<file path="config.mk">
export PLATFORM = sky130hd
export DESIGN_NAME = data_break_arbiter
export DESIGN_NICKNAME = d
export VERILOG_FILES = /design/src/rtl/data_break_arbiter_pkg.sv /design/src/rtl/data_break_arbiter_db_priority.sv /design/src/rtl/data_break_arbiter.sv
export SDC_FILE = /design/constraint.sdc
export NUM_CORES = 1
export LEC_CHECK = 0
export ABC_AREA = 1
export CAP_MARGIN = 5
export CORE_UTILIZATION = 44
export CTS_BUF_LIST = sky130_fd_sc_hd__clkbuf_2
export DETAILED_ROUTE_END_ITERATION = 12
export PLACE_DENSITY = 0.89
export SYNTH_ARGS = -nofsm -noshare
export SYNTH_HDL_FRONTEND = slang
export SYNTH_SLANG_ARGS = --single-unit
</file>
<file path="constraint.sdc">
create_clock -name clk -period 2.2 [get_ports clk]
set_clock_uncertainty 0.05 [all_clocks]
set_input_delay 0.55 -clock clk [delete_from_list [all_inputs] [get_ports clk]]
set_output_delay 0.55 -clock clk [all_outputs]
set_load 0.005 [all_outputs]
</file>
<file path="src/rtl/data_break_arbiter_pkg.sv">
// rtl/data_break_arbiter_pkg.sv - shared state encodings, widths and pointer helper for the data-break arbiter
package data_break_arbiter_pkg;

   localparam int DB_NREQ_MAX = 4;
   localparam int DB_ADDR_W   = 12;
   localparam int DB_FIELD_W  = 3;

   typedef enum logic [1:0] {
      ST_IDLE = 2'b00,
      ST_PEND = 2'b01,
      ST_XFER = 2'b10,
      ST_DONE = 2'b11
   } db_state_t;

   // Rotating pointer advance: one past the last winner, wrapping at nreq.
   function automatic logic [1:0] db_next_ptr(input logic [1:0] idx, input int nreq);
      logic [2:0] n;
      n = {1'b0, idx} + 3'd1;
      if (int'(n) >= nreq) begin
         n = 3'd0;
      end
      return n[1:0];
   endfunction

endpackage

</file>
<file path="src/rtl/data_break_arbiter_db_priority.sv">
// rtl/data_break_arbiter_db_priority.sv - combinational winner selection, fixed or rotating priority
module db_priority
   import data_break_arbiter_pkg::*;
#(
   parameter int NREQ   = 4,
   parameter int ROTATE = 0
) (
   input  logic [NREQ-1:0] req,
   input  logic [1:0]      ptr,
   output logic [NREQ-1:0] winner,
   output logic [1:0]      index
);

   logic [2*NREQ-1:0] w_req2;
   logic [NREQ-1:0]   w_rot;
   int                w_start;
   int                w_pos;
   logic              w_found;

   // Rotate the request vector so the search always begins at bit 0, then map back.
   always_comb begin
      winner  = '0;
      index   = 2'd0;
      w_found = 1'b0;
      w_pos   = 0;
      w_start = (ROTATE != 0) ? int'(ptr) : 0;
      if (w_start >= NREQ) begin
         w_start = 0;
      end
      w_req2 = {req, req};
      w_rot  = w_req2[w_start +: NREQ];
      for (int j = 0; j < NREQ; j++) begin
         if (!w_found && w_rot[j]) begin
            w_found = 1'b1;
            w_pos   = w_start + j;
            if (w_pos >= NREQ) begin
               w_pos = w_pos - NREQ;
            end
         end
      end
      if (w_found) begin
         winner[w_pos] = 1'b1;
         index         = w_pos[1:0];
      end
   end

endmodule

</file>
<file path="src/rtl/data_break_arbiter.sv">
// rtl/data_break_arbiter.sv - arbitrates device data-break requests into single CPU break cycles
module data_break_arbiter
   import data_break_arbiter_pkg::*;
#(
   parameter int NREQ   = 4,
   parameter int ROTATE = 0
) (
   input  logic                   clk,
   input  logic                   reset,
   input  logic [NREQ-1:0]        req,
   input  logic [NREQ-1:0]        req_wr,
   input  logic [NREQ*12-1:0]     req_addr,
   input  logic [NREQ*3-1:0]      req_field,
   input  logic                   break_in_prog,
   output logic                   data_break,
   output logic                   to_disk,
   output logic [11:0]            break_addr,
   output logic [2:0]             break_field,
   output logic [NREQ-1:0]        grant,
   output logic [NREQ-1:0]        ack,
   output logic                   busy
);

   db_state_t        r_state;
   db_state_t        w_next_state;
   logic             r_data_break;
   logic             r_to_disk;
   logic [11:0]      r_break_addr;
   logic [2:0]       r_break_field;
   logic [NREQ-1:0]  r_grant;
   logic [NREQ-1:0]  r_ack;
   logic [1:0]       r_ptr;
   logic [1:0]       r_win_idx;

   logic [NREQ-1:0]  w_winner;
   logic [1:0]       w_win_idx;
   logic [11:0]      w_sel_addr;
   logic [2:0]       w_sel_field;
   logic             w_sel_wr;
   logic             w_any_req;

   db_priority #(
      .NREQ   (NREQ),
      .ROTATE (ROTATE)
   ) u_prio (
      .req    (req),
      .ptr    (r_ptr),
      .winner (w_winner),
      .index  (w_win_idx)
   );

   assign w_any_req = |req;

   // Route the winning device's direction, address and field toward the latches.
   always_comb begin
      w_sel_addr  = 12'd0;
      w_sel_field = 3'd0;
      w_sel_wr    = 1'b0;
      for (int i = 0; i < NREQ; i++) begin
         if (w_winner[i]) begin
            w_sel_addr  = req_addr[i*12 +: 12];
            w_sel_field = req_field[i*3 +: 3];
            w_sel_wr    = req_wr[i];
         end
      end
   end

   // State register.
   always_ff @(posedge clk or negedge reset) begin
      if (!reset) begin
         r_state <= ST_IDLE;
      end else begin
         r_state <= w_next_state;
      end
   end

   // Next-state logic; the CPU handshake alone moves PEND and XFER, with no timeout.
   always_comb begin
      w_next_state = r_state;
      case (r_state)
         ST_IDLE: if (w_any_req)      w_next_state = ST_PEND;
         ST_PEND: if (break_in_prog)  w_next_state = ST_XFER;
         ST_XFER: if (!break_in_prog) w_next_state = ST_DONE;
         ST_DONE:                     w_next_state = ST_IDLE;
         default:                     w_next_state = ST_IDLE;
      endcase
   end

   // Latch the winner on IDLE exit and hold it untouched until the DONE ack.
   always_ff @(posedge clk or negedge reset) begin
      if (!reset) begin
         r_data_break  <= 1'b0;
         r_to_disk     <= 1'b0;
         r_break_addr  <= 12'd0;
         r_break_field <= 3'd0;
         r_grant       <= '0;
         r_ack         <= '0;
         r_ptr         <= 2'd0;
         r_win_idx     <= 2'd0;
      end else begin
         case (r_state)
            ST_IDLE: begin
               r_ack <= '0;
               if (w_any_req) begin
                  r_data_break  <= 1'b1;
                  r_to_disk     <= ~w_sel_wr;
                  r_break_addr  <= w_sel_addr;
                  r_break_field <= w_sel_field;
                  r_grant       <= w_winner;
                  r_win_idx     <= w_win_idx;
               end
            end
            ST_PEND: begin
               if (break_in_prog) begin
                  r_data_break <= 1'b0;
               end
            end
            ST_XFER: begin
               if (!break_in_prog) begin
                  r_ack <= r_grant;
               end
            end
            ST_DONE: begin
               r_ack   <= '0;
               r_grant <= '0;
               r_ptr   <= db_next_ptr(r_win_idx, NREQ);
            end
            default: begin
               r_ack <= '0;
            end
         endcase
      end
   end

   assign data_break  = r_data_break;
   assign to_disk     = r_to_disk;
   assign break_addr  = r_break_addr;
   assign break_field = r_break_field;
   assign grant       = r_grant;
   assign ack         = r_ack;
   assign busy        = (r_state != ST_IDLE);

endmodule
</file>
# --- Yosys cells after proc, flatten, opt, wreduce, memory -nomap -nowiden ---
# Index checks and enable logic that the tools add are counted.
op_classes:
  n_lt_le_gt_ge: 2
  eq_ne: 6
  n_mux: 33
  bitwise_logic: 1
  n_reduce_logical: 19
op_table:
  columns: ["operator", "count"]
  rows:
  - ["$mux W32", 2]
  - ["$mux W12", 4]
  - ["$ge A32 B1 Y1 const B", 1]
  - ["$lt A32 B4 Y1 const B", 1]
  - ["$pmux W4 S2", 2]
  - ["$mux W1", 12]
  - ["$mux W3", 4]
  - ["$mux W4", 3]
  - ["$pmux W2 S4", 1]
  - ["$reduce_bool A2 Y1", 4]
  - ["$mux W2", 3]
  - ["$ne A2 B2 Y1 const B", 3]
  - ["$reduce_and A2 Y1", 3]
  - ["$reduce_and A3 Y1", 2]
  - ["$eq A2 B2 Y1 const B", 2]
  - ["$logic_and A1 B1 Y1", 4]
  - ["$reduce_or A4 Y1", 1]
  - ["$logic_not A1 Y1", 3]
  - ["$demux W1 S2", 1]
  - ["$eq A2 B1 Y1 const B", 1]
  - ["$logic_not A2 Y1", 1]
  - ["$pmux W1 S2", 1]
  - ["$reduce_or A2 Y1", 1]
  - ["$not A1 Y1", 1]
word_totals:
  ff_bits: 27
  out_inout_bits: 26
  wordCells: 68

# --- Depth between registers and ports, before layout ---
# Gate-level depths: netlist of run 1.
logic_depth:
  depth_word: 20
  ltp_mapped: 9
  mapped_depth_nobuf: 7

# --- Cells and area by module ---
# From an unflattened synthesis of run 1, not the netlist that was laid out.
unflattened:
  hier_cells: 305
  hier_area_um2: 2015.7
by_module_without_submodules:
  columns: ["module", "n_inst", "cells_per_inst", "area_per_inst_um2"]
  rows:
  - ["data_break_arbiter", 1, 293, 1965.6]
  - ["db_priority", 1, 12, 50.0]

# --- Worst setup path after synthesis of run 1 ---
# Ideal clock, no wire load.
synth_timing:
  kind: "input to register"
  startpoint: "input port req[0]"
  endpoint: "register r_break_addr[0], in the netlist break_addr[0]"
  setup_ps: 116
  arrival_ps: 1263
  path_slack_ps: 771
  cell_stages: 9
  path_buffers: 2
  cell_sequence: "buf_4 inv_1 buf_4 nand3_1 nand2_1 inv_1 nand3_2 nand2_1 nand2_1"
synth_via:
  elab_chain_cells: 19
  word_cells_on_any_way: 25
  cone_classes: "2 x order compare; 14 x mux; 9 x reduce/logical"
synth_lines:
  columns: ["item", "line", "source"]
  rows:
  - ["from (decl)", "data_break_arbiter.sv:10", "input logic [NREQ-1:0] req,"]
  - ["$mux W1", "data_break_arbiter_db_priority.sv:33", "if (!w_found && w_rot[j]) begin"]
  - ["$logic_not A1 Y1", "data_break_arbiter_db_priority.sv:33", null]
  - ["$logic_and A1 B1 Y1", "data_break_arbiter_db_priority.sv:33", null]
  - ["$mux W1", "data_break_arbiter_db_priority.sv:33", null]
  - ["$logic_not A1 Y1", "data_break_arbiter_db_priority.sv:33", null]
  - ["$logic_and A1 B1 Y1", "data_break_arbiter_db_priority.sv:33", null]
  - ["$mux W1", "data_break_arbiter_db_priority.sv:33", null]
  - ["$logic_not A1 Y1", "data_break_arbiter_db_priority.sv:33", null]
  - ["$logic_and A1 B1 Y1", "data_break_arbiter_db_priority.sv:33", null]
  - ["$mux W32", "data_break_arbiter_db_priority.sv:33", null]
  - ["$ge A32 B1 Y1 (implied by the code) / $lt A32 B4 Y1 (equally long branches)", "data_break_arbiter_db_priority.sv:42", "winner[w_pos] = 1'b1;"]
  - ["$logic_and A1 B1 Y1 (implied by the code)", "data_break_arbiter_db_priority.sv:42", null]
  - ["$mux W1 (implied by the code)", "data_break_arbiter_db_priority.sv:42", null]
  - ["$demux W1 S2", null, null]
  - ["$mux W4", "data_break_arbiter_db_priority.sv:41", "if (w_found) begin"]
  - ["$mux W12 (4 in series)", "data_break_arbiter.sv:60", "if (w_winner[i]) begin"]
  - ["to (signal assigned)", "data_break_arbiter.sv:107", "r_break_addr <= w_sel_addr;"]
  - ["to (decl)", "data_break_arbiter.sv:28", "logic [11:0] r_break_addr;"]
# Several ways; a longest one is shown, not always the timed one.
# A chain may end at the register's enable or synchronous reset.

# --- Final worst setup path of run 1 ---
layout_timing:
  startpoint: "register r_state[0]"
  endpoint: "output port busy"
layout_via:
  elab_chain_cells: 1
layout_lines:
  columns: ["item", "line", "source"]
  rows:
  - ["from (decl)", "data_break_arbiter.sv:24", "db_state_t r_state;"]
  - ["from (signal assigned)", "data_break_arbiter.sv:73", "r_state <= w_next_state;"]
  - ["$reduce_bool A2 Y1", "data_break_arbiter.sv:141", "assign busy = (r_state != ST_IDLE);"]
  - ["to (decl)", "data_break_arbiter.sv:21", "output logic busy"]
# No other way between the ends.

==> results of run 1 <==
## sequential cells by signal, indices dropped and copies added, names as in the netlist
register     flops
break_addr      12
ack              4
grant            4
break_field      3
r_state          2
data_break       1
to_disk          1
## cell usage in the layout (no fill, tap or decap)
cell type and n:
a21oi_2 1, buf_12 2, buf_4 11, clkbuf_2 3, clkdlybuf4s50_1 95, dfrtp_1 27, dlygate4sd2_1 1, ha_1 4
ha_4 1, inv_1 26, inv_2 1, inv_6 1, nand2_1 92, nand3_1 44, nand3_2 10, nand4_1 2
nor2_1 33, nor2_2 1, nor2_8 1, o211ai_1 1, o21a_1 1, o21ai_0 10, o21ai_1 1, or2_2 1
## worst min path at each step
stage | slack (ns) | cells after the start | startpoint | end
CTS | 0.44 | 2 | reset | ack[0]
floorplan | 0.20 | 0 | reset | ack[0]
detailed placement | 0.41 | 2 | break_addr[1] | break_addr[1]
global route | 0.43 | 2 | reset | ack[1]
global placement | 0.41 | 2 | break_field[0] | break_field[0]
finish | 0.43 | 2 | reset | ack[0]
## through the flow
stage / setup WS, ns / util, % / instances / hold slack [ns]
floorplan: 0.7709 / - / 272 / 0.2044
global placement: 0.1208 / 71.58 / 414 / 0.4121
detailed placement: 0.08522 / 71.58 / 414 / 0.4145
CTS: 0.08571 / 72.58 / 420 / 0.4412
global route: 0.03062 / 72.83 / 420 / 0.4287
finish: 0.1049 / 72.83 / 420 / 0.4298
## report_power, final
part	switching (uW)	internal, uW
Combinational	713	804
Sequential	131	711
Clock	169	47.8
Total	1010	1560
## cell families after synthesis
kind of cell	share of synthesized area, %
adders and majority gates	3.353
DFF	36.22
and+or+nand+nor	44.74
buffers and inverters	11.47
AOI/OAI and AO/OA	4.226
## area by class of cell
type                    instances  share of cell area, %
clock buffers                   3                 0.5117
clock inverters                 1                 0.2985
inverters                      27                  3.454
multi-input cells             203                  33.69
flip-flops and latches         27                  23.03
well taps                      50                  2.132
repair buffers                109                  36.89
## per-layer routing
metal / wire, um / up-vias / track usage [%]
li1: - / 1051 / -
met5: 0 / - / 0
met1: 2105 / 963 / 28.53
met4: 68 / 0 / 7.979
met2: 2843 / 76 / 44.38
met3: 281 / 6 / 2.397
## what timing repair did
action / CTS / global route
setup endpoints to repair: 1 / 1
buffers inserted: 2 / 0
resized for setup: 2 / 1
==> flow_summary.json, run 1 <==
{
  "status": "finished, final reports clean",
  "endpoint": "busy",
  "drive_above_1_share_pct": 8.919,
  "die_h_um": 67.12,
  "hold_path.class": "primary input to async pin",
  "grt_pass1_wl_mm": 8.217,
  "cp.arrival_ns": 1.50,
  "synth_commonest_cells": "nand2_1, nand3_1, nor2_1",
  "grt_setup_unrepaired": "no",
  "power_density_nw_per_um2": 877.9,
  "synth.top_cells.by_area": "dfrtp_1, nand2_1, nand3_1, nor2_1, nand3_2",
  "clkSlewWorstSetupHoldPaths_ns": 0.30,
  "critPathKind": "flip-flop to output port",
  "reg2reg_to": "ack[3]",
  "diodes": 0,
  "area_delta_synth_final_pct": 57.28,
  "fmax_mhz": 477.3,
  "dpl_cell_area_um2": 2884,
  "h-tree-depth": 1,
  "start_util_pct": 46.30,
  "cp-start-kind": "flip-flop",
  "cp_common_cell": "inv_1",
  "r2r_slack_ns": 0.68,
  "synth_area_um2": 1866,
  "seq_area_frac_synth_pct": 36.22,
  "dieArea_um2": 4504,
  "cp_slowest_cell": "dfrtp_1",
  "fin_crit_sh_pct": 95.23,
  "power.total_uw": 2576,
  "crit_fanout": 4,
  "clock_path_buffers": 2,
  "cp_slowest_stage_delay_ns": 0.47,
  "dr.first_iter.drc_count": 124,
  "cp.depth": 4,
  "crit_buf_inv": 3,
  "r2r_cells": 6,
  "end_kind": "output port",
  "syn_inst": 272,
  "yosysMostFrequentCell": "nand2_1",
  "grt_overflow": 0,
  "core-area_um2": 4029,
  "power_leakage_uw": 0.001454,
  "ios": 97,
  "cp-startpoint": "r_state[0]",
  "synth_ff_type": "dfrtp_1",
  "clock_latency_ns": 0.38,
  "synth_top_area_share_pct": 36.22,
  "cts_buffers": 3,
  "grt_use_total_pct": 24.03,
  "drv_cap": 0,
  "ant_nets": 0,
  "critical_path.cell_chain": "inv_1, ha_4, inv_1, dlygate4sd2_1",
  "ir_drop_mv": 0.4716,
  "ys_ff_latch": 27,
  "finalCriticalPeriod_ns": 2.095,
  "yosys.area.top_type": "dfrtp_1",
  "ys_async_sr_fraction_pct": 100.0,
  "grt_max_degree": 30,
  "tritoncts": "built",
  "grt_pass1_vias": 1891,
  "multi_input_area_um2": 988.4,
  "drt-pass1-iter-count": 4,
  "design_area_um2": 2934,
  "holdBufCountCts": 0,
  "setup_violations": 0,
  "num_vias": 2096,
  "setup_tns_ns": 0,
  "ys_warn_count": 0,
  "tightest_slew_ns": 0.4347,
  "rows": 23,
  "dpl.hpwl_mm": 4.242,
  "grt_antenna_before_repair": 0,
  "synth_nets": 348,
  "fill_cells": 326,
  "portBuffers": 96,
  "viasPerCell": 4.990,
  "synth-edff-count": 0,
  "clock_sinks": 27,
  "finalMaxSlewViolations": 0,
  "wl_mm": 5.300,
  "slew_headroom_pct": 70.99,
  "critical_path_required_ns": 1.60,
  "drc": 0,
  "die_width_um": 67.12,
  "cts_root_buffer": "clkbuf_2",
  "r2r-start": "r_state[0]",
  "avgRoutedWirePerCell_um": 12.62,
  "fin_nets": 447,
  "regArea_um2": 675.6,
  "gp_routability_congestion": 0.8385,
  "netlist-cell-type-count": 21,
  "cp_top_family": "flip-flops",
  "syn_avg_cell_area_um2": 6.859,
  "hold_violations": 0
}
(Power assumes the default switching activity.)
==> inputs of run 2 (changes only) <==
==> constraint.sdc (replaced) <==
create_clock -name clk -period 2.71 [get_ports clk]
set_clock_uncertainty 0.05 [all_clocks]
set_input_delay 0.6775 -clock clk [delete_from_list [all_inputs] [get_ports clk]]
set_output_delay 0.6775 -clock clk [all_outputs]
set_load 0.005 [all_outputs]
==> run 2 against run 1 <==
Effect of this change: flip-flop and latch count is the same; via count shrank 3.5%; register-to-register slack gained 0.42 ns; clock power shrank 29%; combinational power shrank 26%; critical path depth is the same; first-iteration DRC count shrank 34%; critical path type unchanged; largest cell class unchanged.
==> flow_summary.json, run 2 (synthesis gave the netlist of run 1 again) <==
{
  "status": "finished, final reports clean",
  "gp_routability_congestion": 0.8117,
  "critPathKind": "flip-flop to output port",
  "fmax_mhz": 396.3,
  "cp_top_family": "buffers and inverters",
  "p_int_uw": 1200,
  "cp_common_cell": "inv_1",
  "cp_slowest_stage_delay_ns": 0.51,
  "design_area_um2": 2849,
  "fin_crit_sh_pct": 93.11,
  "cts_root_buffer": "clkbuf_2",
  "drc": 0,
  "power_density_nw_per_um2": 688.7,
  "dpl_cell_area_um2": 2829,
  "grt_setup_unrepaired": "no",
  "final_common_cell": "clkdlybuf4s50_1",
  "finalMaxSlewViolations": 0,
  "grt_max_degree": 30,
  "slew_headroom_pct": 69.59,
  "wl_mm": 4.791,
  "place_worst_setup_slack_ns": 0.2185,
  "switching_share_pct": 38.82,
  "power_switching_uw": 761.7,
  "critical_path_required_ns": 1.98,
  "portBuffers": 96,
  "r2r_slack_ns": 1.10,
  "dpl.hpwl_mm": 3.900,
  "cts_setup_buffers": 0,
  "h-tree-depth": 1,
  "grt_pass1_wl_mm": 7.438,
  "hold_path.class": "flip-flop to flip-flop",
  "clock_sinks": 27,
  "drv_cap": 0,
  "cp.arrival_ns": 1.80,
  "ir_drop_mv": 0.2769,
  "grt_pass1_vias": 1826,
  "diodes": 0,
  "largest_reg_flops": 12,
  "avgRoutedWirePerCell_um": 11.57,
  "post_cts_resized": 0,
  "end_kind": "output port",
  "area_delta_synth_final_pct": 52.72,
  "ios": 97,
  "fin_nets": 441,
  "rows": 23,
  "setup_violations": 0,
  "p_seq_share_pct": 35.1,
  "holdBufCountCts": 0,
  "grt_use_total_pct": 21.55,
  "setup_tns_ns": 0,
  "tritoncts": "built",
  "r2r-start": "r_state[0]",
  "share_comb_of_total_power_pct": 57.0,
  "reg2reg_to": "ack[3]",
  "clock_path_buffers": 2,
  "viasPerCell": 4.884,
  "drt-pass1-iter-count": 5,
  "min_from": "break_addr[1]",
  "crit_fanout": 4,
  "critical_path.cell_chain": "inv_1, ha_1, inv_1, clkdlybuf4s50_1",
  "setup_ws_ns": 0.1868,
  "dieArea_um2": 4504,
  "finalCriticalPeriod_ns": 2.523,
  "clock_latency_ns": 0.36,
  "power_leakage_uw": 0.001412,
  "num_vias": 2022,
  "clkSlewWorstSetupHoldPaths_ns": 0.26,
  "start_util_pct": 46.30,
  "cp-start-kind": "flip-flop",
  "hold_path_depth": 2,
  "drive_above_1_share_pct": 7.143,
  "die_h_um": 67.12,
  "cp_slowest_cell": "clkdlybuf4s50_1",
  "r2r_cells": 6,
  "dr.first_iter.drc_count": 82,
  "grt_antenna_before_repair": 0,
  "grt_overflow": 0,
  "ant_nets": 0,
  "crit_buf_inv": 3,
  "tightest_slew_ns": 0.4547,
  "hold_end": "break_addr[1]",
  "hold_violations": 0,
  "core-area_um2": 4029,
  "power_frac_clock_pct": 7.9,
  "cts_buffers": 3,
  "die_width_um": 67.12,
  "final_cell_mix": "clkdlybuf4s50_1, nand2_1, nand3_1, nor2_1, dfrtp_1"
}
[run 2: through the flow]
step	instances	utilization, %	hold slack (ns)	total power [uW]
floorplan	272	-	0.3319	1273
global placement	410	70.22	0.4113	1770
detailed placement	410	70.22	0.4141	1818
CTS	414	70.71	0.4678	1974
global route	414	70.71	0.4888	2125
finish	414	70.71	0.4662	1962
[run 2: worst max-delay path by stage]
stage / startpoint / end / slack (ns) / depth (start not counted)
after floorplan: req[0] / break_addr[0] / 1.15 / 9
after global placement: req[0] / break_addr[4] / 0.27 / 8
after detailed placement: req[0] / break_field[0] / 0.22 / 8
after CTS: r_state[0] / busy / 0.16 / 4
after global routing: r_state[0] / busy / 0.07 / 4
final: r_state[0] / busy / 0.19 / 4
[run 2: cell type report]
type                    count  area, um2
well taps                  50      62.56
clock buffers               3      15.01
multi-input cells         203      975.9
inverters                  27      101.3
flip-flops and latches     27      675.6
clock inverters             1      5.005
fillers                   348       1180
repair buffers            103       1013
[run 2: power by group through the flow]
stage	Sequential [uW]	Combinational (uW)	Clock, uW
finish	689	1120	155
global route	708	1250	171
CTS	689	1130	160
detailed placement	698	1120	0
global placement	692	1080	0
floorplan	697	576	0
[run 2: routing by layer]
metal | up-vias | share of wire (%) | global-route usage (%)
met5 | - | 0 | 0
li1 | 1038 | - | -
met2 | 75 | 51 | 39.13
met3 | 8 | 5.6 | 3.082
met4 | 0 | 1.9 | 8.511
met1 | 901 | 41 | 25.08
[run 2: tightest hold or removal path: cells and delay by family, from the launching register on]
family,cells,cell delay (ns)
flops,1,0.40
simple gates,2,0.10
==> inputs of run 3 (changes only) <==
--- a/config.mk
+++ b/config.mk
@@ -7,10 +7,10 @@
 export LEC_CHECK = 0
 export ABC_AREA = 1
 export CAP_MARGIN = 5
-export CORE_UTILIZATION = 44
+export CORE_UTILIZATION = 37
 export CTS_BUF_LIST = sky130_fd_sc_hd__clkbuf_2
 export DETAILED_ROUTE_END_ITERATION = 12
-export PLACE_DENSITY = 0.89
+export PLACE_DENSITY = 0.8
 export SYNTH_ARGS = -nofsm -noshare
 export SYNTH_HDL_FRONTEND = slang
 export SYNTH_SLANG_ARGS = --single-unit
==> constraint.sdc (replaced) <==
create_clock -name clk -period 2.3 [get_ports clk]
set_clock_uncertainty 0.05 [all_clocks]
set_input_delay 0.575 -clock clk [delete_from_list [all_inputs] [get_ports clk]]
set_output_delay 0.575 -clock clk [all_outputs]
set_load 0.005 [all_outputs]
==> run 3 against run 2 <==
Effect of this change: power increased by 21%; first-iteration DRC count grew 63%; die area rose by 18%; critical path type unchanged; flip-flop and latch count unchanged.
==> flow_summary.json, run 3 (synthesis gave the netlist of run 1 again) <==
{
  "fmax_mhz": 480.5,
  "cp.arrival_ns": 1.46,
  "fin_nets": 445,
  "rows": 25,
  "power_switching_uw": 930.6,
  "grt_max_degree": 30,
  "critical_path.cell_chain": "inv_1, ha_2, inv_1, dlygate4sd2_1",
  "cp_top_family": "flip-flops",
  "drc": 0,
  "share_comb_of_total_power_pct": 58.7,
  "finalCriticalPeriod_ns": 2.081,
  "portBuffers": 96,
  "cp_slowest_cell": "dfrtp_1",
  "fill_cells": 470,
  "status": "finished, final reports clean",
  "power_density_nw_per_um2": 817.4,
  "final_cell_mix": "clkdlybuf4s50_1, nand2_1, nand3_1, nor2_1, dfrtp_1",
  "reg2reg_to": "ack[2]",
  "setup_tns_ns": 0,
  "grt_pass1_wl_mm": 8.411,
  "tightest_slew_ns": 0.4342,
  "r2r-start": "r_state[0]",
  "cp_common_cell": "inv_1",
  "r2r_cells": 6,
  "dieArea_um2": 5330,
  "ant_nets": 0,
  "core-area_um2": 4786,
  "end_kind": "output port",
  "die_width_um": 73.01,
  "crit_fanout": 4,
  "start_util_pct": 38.98,
  "fin_crit_sh_pct": 90.48,
  "dr.first_iter.drc_count": 134,
  "drv_cap": 0,
  "diodes": 0,
  "drive_above_1_share_pct": 8.424,
  "largest_reg_flops": 12,
  "min_from": "break_addr[8]",
  "die_h_um": 73.01,
  "hold_violations": 0,
  "hold_path.class": "flip-flop to flip-flop",
  "crit_buf_inv": 3,
  "gp_routability_congestion": 0.7667,
  "setup_violations": 0,
  "avgRoutedWirePerCell_um": 11.89,
  "wl_mm": 5.172,
  "h-tree-depth": 1,
  "switching_share_pct": 39.07,
  "hold_path_depth": 2,
  "holdBufCountCts": 0,
  "ir_drop_mv": 0.3601,
  "cp_slowest_stage_delay_ns": 0.46,
  "p_seq_share_pct": 33.6,
  "cts_buffers": 3,
  "critPathKind": "flip-flop to output port",
  "grt_antenna_before_repair": 0,
  "clkSlewWorstSetupHoldPaths_ns": 0.26,
  "final_common_cell": "clkdlybuf4s50_1",
  "clock_sinks": 27,
  "grt_pass1_vias": 1926,
  "holdWs_ns": 0.4696,
  "hold_end": "break_addr[8]",
  "clock_path_buffers": 2,
  "power_frac_clock_pct": 7.7,
  "critical_path_required_ns": 1.67,
  "slew_headroom_pct": 71.02,
  "clock_latency_ns": 0.35,
  "cts_root_buffer": "clkbuf_2",
  "viasPerCell": 4.538,
  "cp-start-kind": "flip-flop",
  "p_int_uw": 1451,
  "grt_overflow": 0,
  "finalMaxSlewViolations": 0,
  "dpl.hpwl_mm": 4.017,
  "r2r_slack_ns": 0.73,
  "dpl_cell_area_um2": 2878,
  "num_vias": 1974,
  "power_leakage_uw": 0.001437,
  "area_delta_synth_final_pct": 56.20,
  "grt_use_total_pct": 20.25,
  "drt-pass1-iter-count": 4,
  "ios": 97,
  "design_area_um2": 2914,
  "grt_setup_unrepaired": "no",
  "tritoncts": "built"
}
==> run 3: worst max path at each step <==
stage,startpoint,end,slack [ns],cells past startpoint
floorplan,req[0],break_addr[0],0.85,9
global placement,req[1],to_disk,0.14,7
detailed placement,req[1],to_disk,0.15,7
CTS,r_state[1],busy,0.20,4
global route,r_state[0],busy,0.10,4
finish,r_state[0],busy,0.22,4
==> run 3: final cells by class <==
type	count	area, um2	area share [%]
clock inverter	1	5.005	0.1717
timing repair buffer	107	1055	36.20
sequential	27	675.6	23.19
tap	67	83.83	2.877
inverter	27	101.3	3.478
multi-input combinational	203	978.4	33.58
clock buffer	3	15.01	0.5152
==> run 3: worst register-to-register path, stage by stage, from the launching register on <==
cell and delay (ns):
dfrtp_1 0.43, inv_1 0.08, ha_2 0.39, inv_1 0.10, o21a_1 0.26, nand3_1 0.09
o21ai_0 0.08
==> run 3: metal layers <==
metal | share of wire [%] | global-route usage, % | up-vias
li1 | - | - | 1043
met1 | 44 | 24.76 | 848
met2 | 48 | 36.11 | 73
met3 | 5.6 | 3.591 | 10
met4 | 1.9 | 5.882 | 0
met5 | 0 | 0 | -
==> run 3: stage by stage <==
stage          util, %  instances  setup slack (ns)  power [uW]
4_1_cts          60.89        435            0.1988        2397
3_3_place_gp     60.13        429            0.1389        2129
6_report         60.89        435            0.2189        2382
3_5_place_dp     60.13        429            0.1453        2183
2_1_floorplan        -        272            0.8459        1500
5_1_grt          60.89        435            0.1002        2591
==> run 3: what timing repair did <==
action	in CTS	in global routing
setup buffers	2	0
resized for setup	2	0
setup endpoints to repair	1	0
==> run 3: power by group through the flow <==
stage	logic [uW]	clock network [uW]	registers, uW
2_1_floorplan	679	0	821
3_3_place_gp	1320	0	810
3_5_place_dp	1360	0	820
4_1_cts	1400	191	802
5_1_grt	1560	209	825
6_report	1400	184	801
